### config.mk
export PLATFORM = sky130hd
export DESIGN_NAME = fetch_stage
export DESIGN_NICKNAME = d
export VERILOG_FILES = /design/src/rtl/cpu_types_pkg.sv /design/src/rtl/fetch_hold_buf.sv /design/src/rtl/fetch_stage.sv
export SDC_FILE = /design/constraint.sdc
export NUM_CORES = 1
export LEC_CHECK = 0
export CORE_MARGIN = 2
export CORE_UTILIZATION = 52
export CTS_CLUSTER_SIZE = 24
export DETAILED_ROUTE_END_ITERATION = 8
export PLACE_DENSITY = 0.84
export SLEW_MARGIN = 20
export SYNTH_ARGS = -nofsm -noshare
export SYNTH_HDL_FRONTEND = slang
export SYNTH_SLANG_ARGS = --single-unit
### constraint.sdc
create_clock -name CLK -period 4.6 [get_ports CLK]
set_input_delay 0.92 -clock CLK [delete_from_list [all_inputs] [get_ports CLK]]
set_output_delay 0.92 -clock CLK [all_outputs]
set_load 0.005 [all_outputs]
### src/rtl/cpu_types_pkg.sv
// Shared CPU types: machine word, PC increment and fetch-stage state encoding.
package cpu_types_pkg;

    typedef logic [31:0] word_t;

    // Byte distance between consecutive instruction words.
    localparam word_t WBYTES = 32'd4;

    typedef enum logic [1:0] {
        FETCH  = 2'd0,
        HOLD   = 2'd1,
        HALTED = 2'd2
    } fetch_state_t;

    // Increment that sticks at all-ones instead of wrapping.
    function automatic word_t sat_inc(input word_t v);
        return (v == '1) ? v : v + 32'd1;
    endfunction

endpackage

### src/rtl/fetch_hold_buf.sv
// One-entry buffer keeping an instruction (and its PC+4) that arrived while
// IF/ID was stalled, so it can be delivered once the stall releases.
module fetch_hold_buf
    import cpu_types_pkg::*;
(
    input  logic  CLK,
    input  logic  RST,
    input  logic  load,
    input  logic  clear,
    input  word_t instr_in,
    input  word_t pc_in,
    output word_t hold_instr,
    output word_t hold_pc,
    output logic  valid
);

    // Clear wins over load: a discarded entry must never be delivered.
    always_ff @(posedge CLK) begin
        if (RST || clear) begin
            hold_instr <= '0;
            hold_pc    <= '0;
            valid      <= 1'b0;
        end else if (load) begin
            hold_instr <= instr_in;
            hold_pc    <= pc_in;
            valid      <= 1'b1;
        end
    end

endmodule

### src/rtl/fetch_stage.sv
// Instruction-fetch stage: owns the PC, the icache read handshake and the
// IF/ID enable/flush controls. Optional performance counters are built when
// FETCH_PERF_EN is defined (fetch_count / bubble_count outputs).
module fetch_stage
    import cpu_types_pkg::*;
#(
    parameter word_t PC_INIT = 32'h0000_0000
) (
    input  logic  CLK,
    input  logic  RST,
    input  logic  stall,
    input  logic  redirect,
    input  word_t redirect_pc,
    input  logic  halt,
    input  logic  ihit,
    input  word_t imemload,
    output logic  imemREN,
    output word_t imemaddr,
    output word_t instruction_out,
    output word_t pcout_out,
    output logic  ifid_enable,
    output logic  ifid_flush
`ifdef FETCH_PERF_EN
   ,output word_t fetch_count,
    output word_t bubble_count
`endif
);

    fetch_state_t state, state_n;
    word_t        pc, pc_n, pc_plus4;
    logic         buf_load, buf_clear, buf_valid;
    word_t        hold_instr, hold_pc;

    assign pc_plus4 = pc + WBYTES;   // modulo 2^32, FFFFFFFC wraps to 0

    fetch_hold_buf u_hold_buf (
        .CLK        (CLK),
        .RST        (RST),
        .load       (buf_load),
        .clear      (buf_clear),
        .instr_in   (imemload),
        .pc_in      (pc_plus4),
        .hold_instr (hold_instr),
        .hold_pc    (hold_pc),
        .valid      (buf_valid)
    );

    // Next PC/state: redirect beats halt, halt beats the stall/ihit rules.
    always_comb begin
        state_n   = state;
        pc_n      = pc;
        buf_load  = 1'b0;
        buf_clear = 1'b0;
        case (state)
            FETCH, HOLD: begin
                if (redirect) begin
                    pc_n      = redirect_pc;
                    state_n   = FETCH;
                    buf_clear = 1'b1;
                end else if (halt) begin
                    state_n = HALTED;
                end else if (state == FETCH) begin
                    if (ihit) begin
                        pc_n = pc_plus4;
                        if (stall) begin
                            buf_load = 1'b1;
                            state_n  = HOLD;
                        end
                    end
                end else if (!stall) begin
                    state_n   = FETCH;
                    buf_clear = 1'b1;
                end
            end
            HALTED:  state_n = HALTED;
            default: state_n = FETCH;
        endcase
    end

    // PC and state registers.
    always_ff @(posedge CLK) begin
        if (RST) begin
            pc    <= PC_INIT;
            state <= FETCH;
        end else begin
            pc    <= pc_n;
            state <= state_n;
        end
    end

    // Icache request and IF/ID controls; everything is forced low in reset.
    always_comb begin
        imemREN         = 1'b0;
        imemaddr        = '0;
        instruction_out = '0;
        pcout_out       = '0;
        ifid_enable     = 1'b0;
        ifid_flush      = 1'b0;
        if (!RST) begin
            imemaddr = pc;
            case (state)
                FETCH: begin
                    imemREN = 1'b1;
                    if (ihit) begin
                        if (!stall) begin
                            instruction_out = imemload;
                            pcout_out       = pc_plus4;
                            ifid_enable     = 1'b1;
                        end
                    end else if (!stall) begin
                        ifid_enable = 1'b1;
                        ifid_flush  = 1'b1;
                    end
                end
                HOLD: begin
                    instruction_out = buf_valid ? hold_instr : '0;
                    pcout_out       = buf_valid ? hold_pc : '0;
                    ifid_enable     = !stall;
                end
                default: ;
            endcase
            // Squash the wrong-path slot; any ihit data this cycle is dropped.
            if (redirect && state != HALTED) begin
                instruction_out = '0;
                pcout_out       = '0;
                ifid_enable     = 1'b1;
                ifid_flush      = 1'b1;
            end
        end
    end

`ifdef FETCH_PERF_EN
    // Saturating counters of delivered instructions and inserted bubbles.
    always_ff @(posedge CLK) begin
        if (RST) begin
            fetch_count  <= '0;
            bubble_count <= '0;
        end else begin
            if (ifid_enable && !ifid_flush) fetch_count <= sat_inc(fetch_count);
            if (ifid_flush) bubble_count <= sat_inc(bubble_count);
        end
    end
`endif

endmodule

==> flow_metrics.env <==
export IMPL_outcome="finished, final reports clean"
export IMPL_syn_area_um2=5693
export IMPL_worstSetupPathType="reg -> out"
export IMPL_cp_max_fo=12
export IMPL_crit_slowest_cell="dfxtp_1"
export IMPL_hold_ws_ns=0.4600
export IMPL_drv_slew=0
export IMPL_tightest_slew_ns=0.9542
export IMPL_leakage_nw=2.438
export IMPL_cts_buffers=9
export IMPL_cts_root_buf="clkbuf_8"
export IMPL_vdd_drop_max_uv=127.8
export IMPL_synth_top_area_share_pct=34.81
export IMPL_power_mw=1.845
export IMPL_cp_num_buf_inv=2
export IMPL_clock_fmax_mhz=240.5
export IMPL_dpl_worst_slack_ns=0.6391
export IMPL_cts_hold_buf=0
export IMPL_start_util_pct=52.98
export IMPL_wl_per_cell_um=16.48
export IMPL_cts_resized=0
export IMPL_syn_inst=779
export IMPL_grtUsageMet2_pct=48.04
export IMPL_dp_cells=1028
export IMPL_synth_area_leaders="dfxtp_1 35%, nand2_1 8.8%, nor2_1 7.1%"
export IMPL_synth_async_reset_ratio_pct=0
export IMPL_top_usage_layer="met2"
export IMPL_cp_start_kind="flip-flop"
export IMPL_synth_edf_count=0
export IMPL_port_buffers=168
export IMPL_fin_nets=970
export IMPL_clk_pin_slew_ns=0.10
export IMPL_power_density_nw_per_um2=243.8
export IMPL_final_setup_worst_slack_ns=0.4425
export IMPL_io_pin_count=169
export IMPL_grt_max_degree=71
export IMPL_drv_cap=0
export IMPL_layout_commonest_cell="clkdlybuf4s50_1"
export IMPL_dr_first_iter_drc_count=538
export IMPL_synth_top_family_by_area="simple AND/OR/NAND/NOR gates"
export IMPL_tns_ns=0
export IMPL_synth_compound_area_share_pct=24.59
export IMPL_die_area_um2=11800
export IMPL_worstPathArrival_ns=3.24
export IMPL_tritoncts="yes"
export IMPL_setup_violations=0
export IMPL_final_cell_mix="166 x clkdlybuf4s50_1, 133 x nand2_1, 107 x nor2_1, 99 x dfxtp_1, 61 x a21oi_1"
export IMPL_layout_min_cycle_time_ns=4.158
export IMPL_grt_usage_pct=28.60
export IMPL_drive_gt1_share_pct=5.642
export IMPL_grt_pass1_wl_um=27400
export IMPL_placed_cell_area_um2=7363
export IMPL_yosys_warnings=0
export IMPL_gp_congestion=0.8985
export IMPL_synth_simple_area_share_pct=30.00
export IMPL_vias=6280
export IMPL_crit_family="simple AND/OR/NAND/NOR gates"
export IMPL_drc=0
export IMPL_end_kind="output port"
export IMPL_instances_no_fill=1044
export IMPL_first_global_vias=5835
export IMPL_synth_top_flop_cell="dfxtp_1"
export IMPL_dieWidth_um=108.6
export IMPL_cts_setup_buffers=0
export IMPL_rsz0062_at_grt="false"
export IMPL_synthMuxAreaShare_pct=0.1758
export IMPL_synth_area_leader_cell="dfxtp_1"
export IMPL_finalHoldViolations=0
export IMPL_max_slew_margin_pct=36.23
export IMPL_die_y_um=108.6
export IMPL_cts_sinks=99
export IMPL_ys_seq_area_share_pct=34.81
export IMPL_synth_nets=850
export IMPL_postSynthAreaPerCell_um2=7.308
export IMPL_syn_to_final_growth_pct=32.95
export IMPL_antennaDiodeCount=0
export IMPL_row_count=38
export IMPL_wl_um=17210
export IMPL_post_route_period_util_pct=90.38
export IMPL_critical_path_required_ns=3.68
export IMPL_max_stage_delay_ns=0.54
export IMPL_finClkSkew_ns=0.01742
export IMPL_antenna_found_initial=0
export IMPL_synth_fa_ha_area_share_pct=0.2198
export IMPL_clk_latency_ns=0.38
export IMPL_dr_pass1_iters=8
export IMPL_stdcell_area_um2=7569
export IMPL_crit_chain="ha_1 > nand3_2 > nor4_1 > buf_4 > nand4_1 > xor2_1 > o21ai_0 > clkdlybuf4s50_1"
export IMPL_htree_levels=3
export IMPL_grt_ovfl_total=0
export IMPL_post_drt_via_cell_ratio=6.015
export IMPL_hold_path_class="reg -> reg"
export IMPL_ys_types=61
export IMPL_ys_seq_elements=99
export IMPL_synthXorXnorAreaFrac_pct=4.308
export IMPL_ctsLongestPathBuffers=2
export IMPL_hpwl_um=11780
export IMPL_grt_use_met3_pct=4.961
export IMPL_postRouteAntennaNets=0
export IMPL_gr_usage_met1_pct=36.21
export IMPL_utilization_pct=70.44
export IMPL_core_um2=10750
[flip-flops by register name, summed over array words and instances (netlist names)]
signal,count
u_hold_buf.hold_pc,32
pc,32
state,2
u_hold_buf.hold_instr,32
u_hold_buf.valid,1
[final timing paths]
check / from / endpoint / slack (ns) / cells past startpoint
max: pc[2] / pcout_out[22] / 0.44 / 8
min: u_hold_buf.hold_instr[2] / u_hold_buf.hold_instr[2] / 0.46 / 2
max reg2reg: state[1] / u_hold_buf.hold_pc[11] / 1.73 / 6
min reg2reg: u_hold_buf.hold_instr[2] / u_hold_buf.hold_instr[2] / 0.46 / 2
[cell type report]
class,instances,area (µm²)
Inverter,4,15.01
Fill cell,909,3177
Sequential cell,99,1982
Tap cell,140,175.2
Clock buffer,9,123.9
Multi-Input combinational cell,604,3410
Clock inverter,7,81.33
Timing Repair Buffer,181,1782
[synth_stat cells, types with 4 or more instances]
cell,number
a211oi_1,22
a21o_1,5
a21oi_1,61
a22oi_1,46
a31oi_1,8
and3_1,12
and4_1,4
buf_1,5
buf_2,19
clkbuf_1,44
dfxtp_1,99
nand2_1,133
nand3_1,16
nand4_1,7
nor2_1,108
nor2b_1,33
nor3_1,18
nor4_1,4
o21ai_0,38
o2bb2ai_1,4
o31ai_1,7
xnor2_1,19
xor2_1,9
[layer usage]
metal / wire length (µm) / vias to the layer above
li1: - / 2968
met1: 7047 / 2964
met2: 8371 / 305
met3: 1256 / 43
met4: 532 / 0
met5: 0 / -
[kinds of logic (layout without fill, tap and decap cells)]
family | Yosys count | in the layout
AOI/OAI and AO/OA | 215 | 215
xor gates and xnor gates | 28 | 28
adders and majority gates | 1 | 1
buffers and inverters | 76 | 201
DFF | 99 | 99
muxes | 1 | 1
and+or+nand+nor | 359 | 359
[report_power, final]
| part | switching (mW) | internal, mW | total [mW] |
|---|---|---|---|
| registers | 0.0428 | 0.884 | 0.927 |
| logic | 0.159 | 0.156 | 0.315 |
| clock network | 0.342 | 0.262 | 0.604 |
[worst reg2reg max path, stage by stage (launching register included)]
cell and delay (ns):
dfxtp_1 0.54, or4b_1 0.85, nor2_2 0.34, and2_2 0.21, buf_4 0.48, nor2_1 0.11, a211oi_1 0.25
No activity file was read; power rests on OpenSTA's default activity.
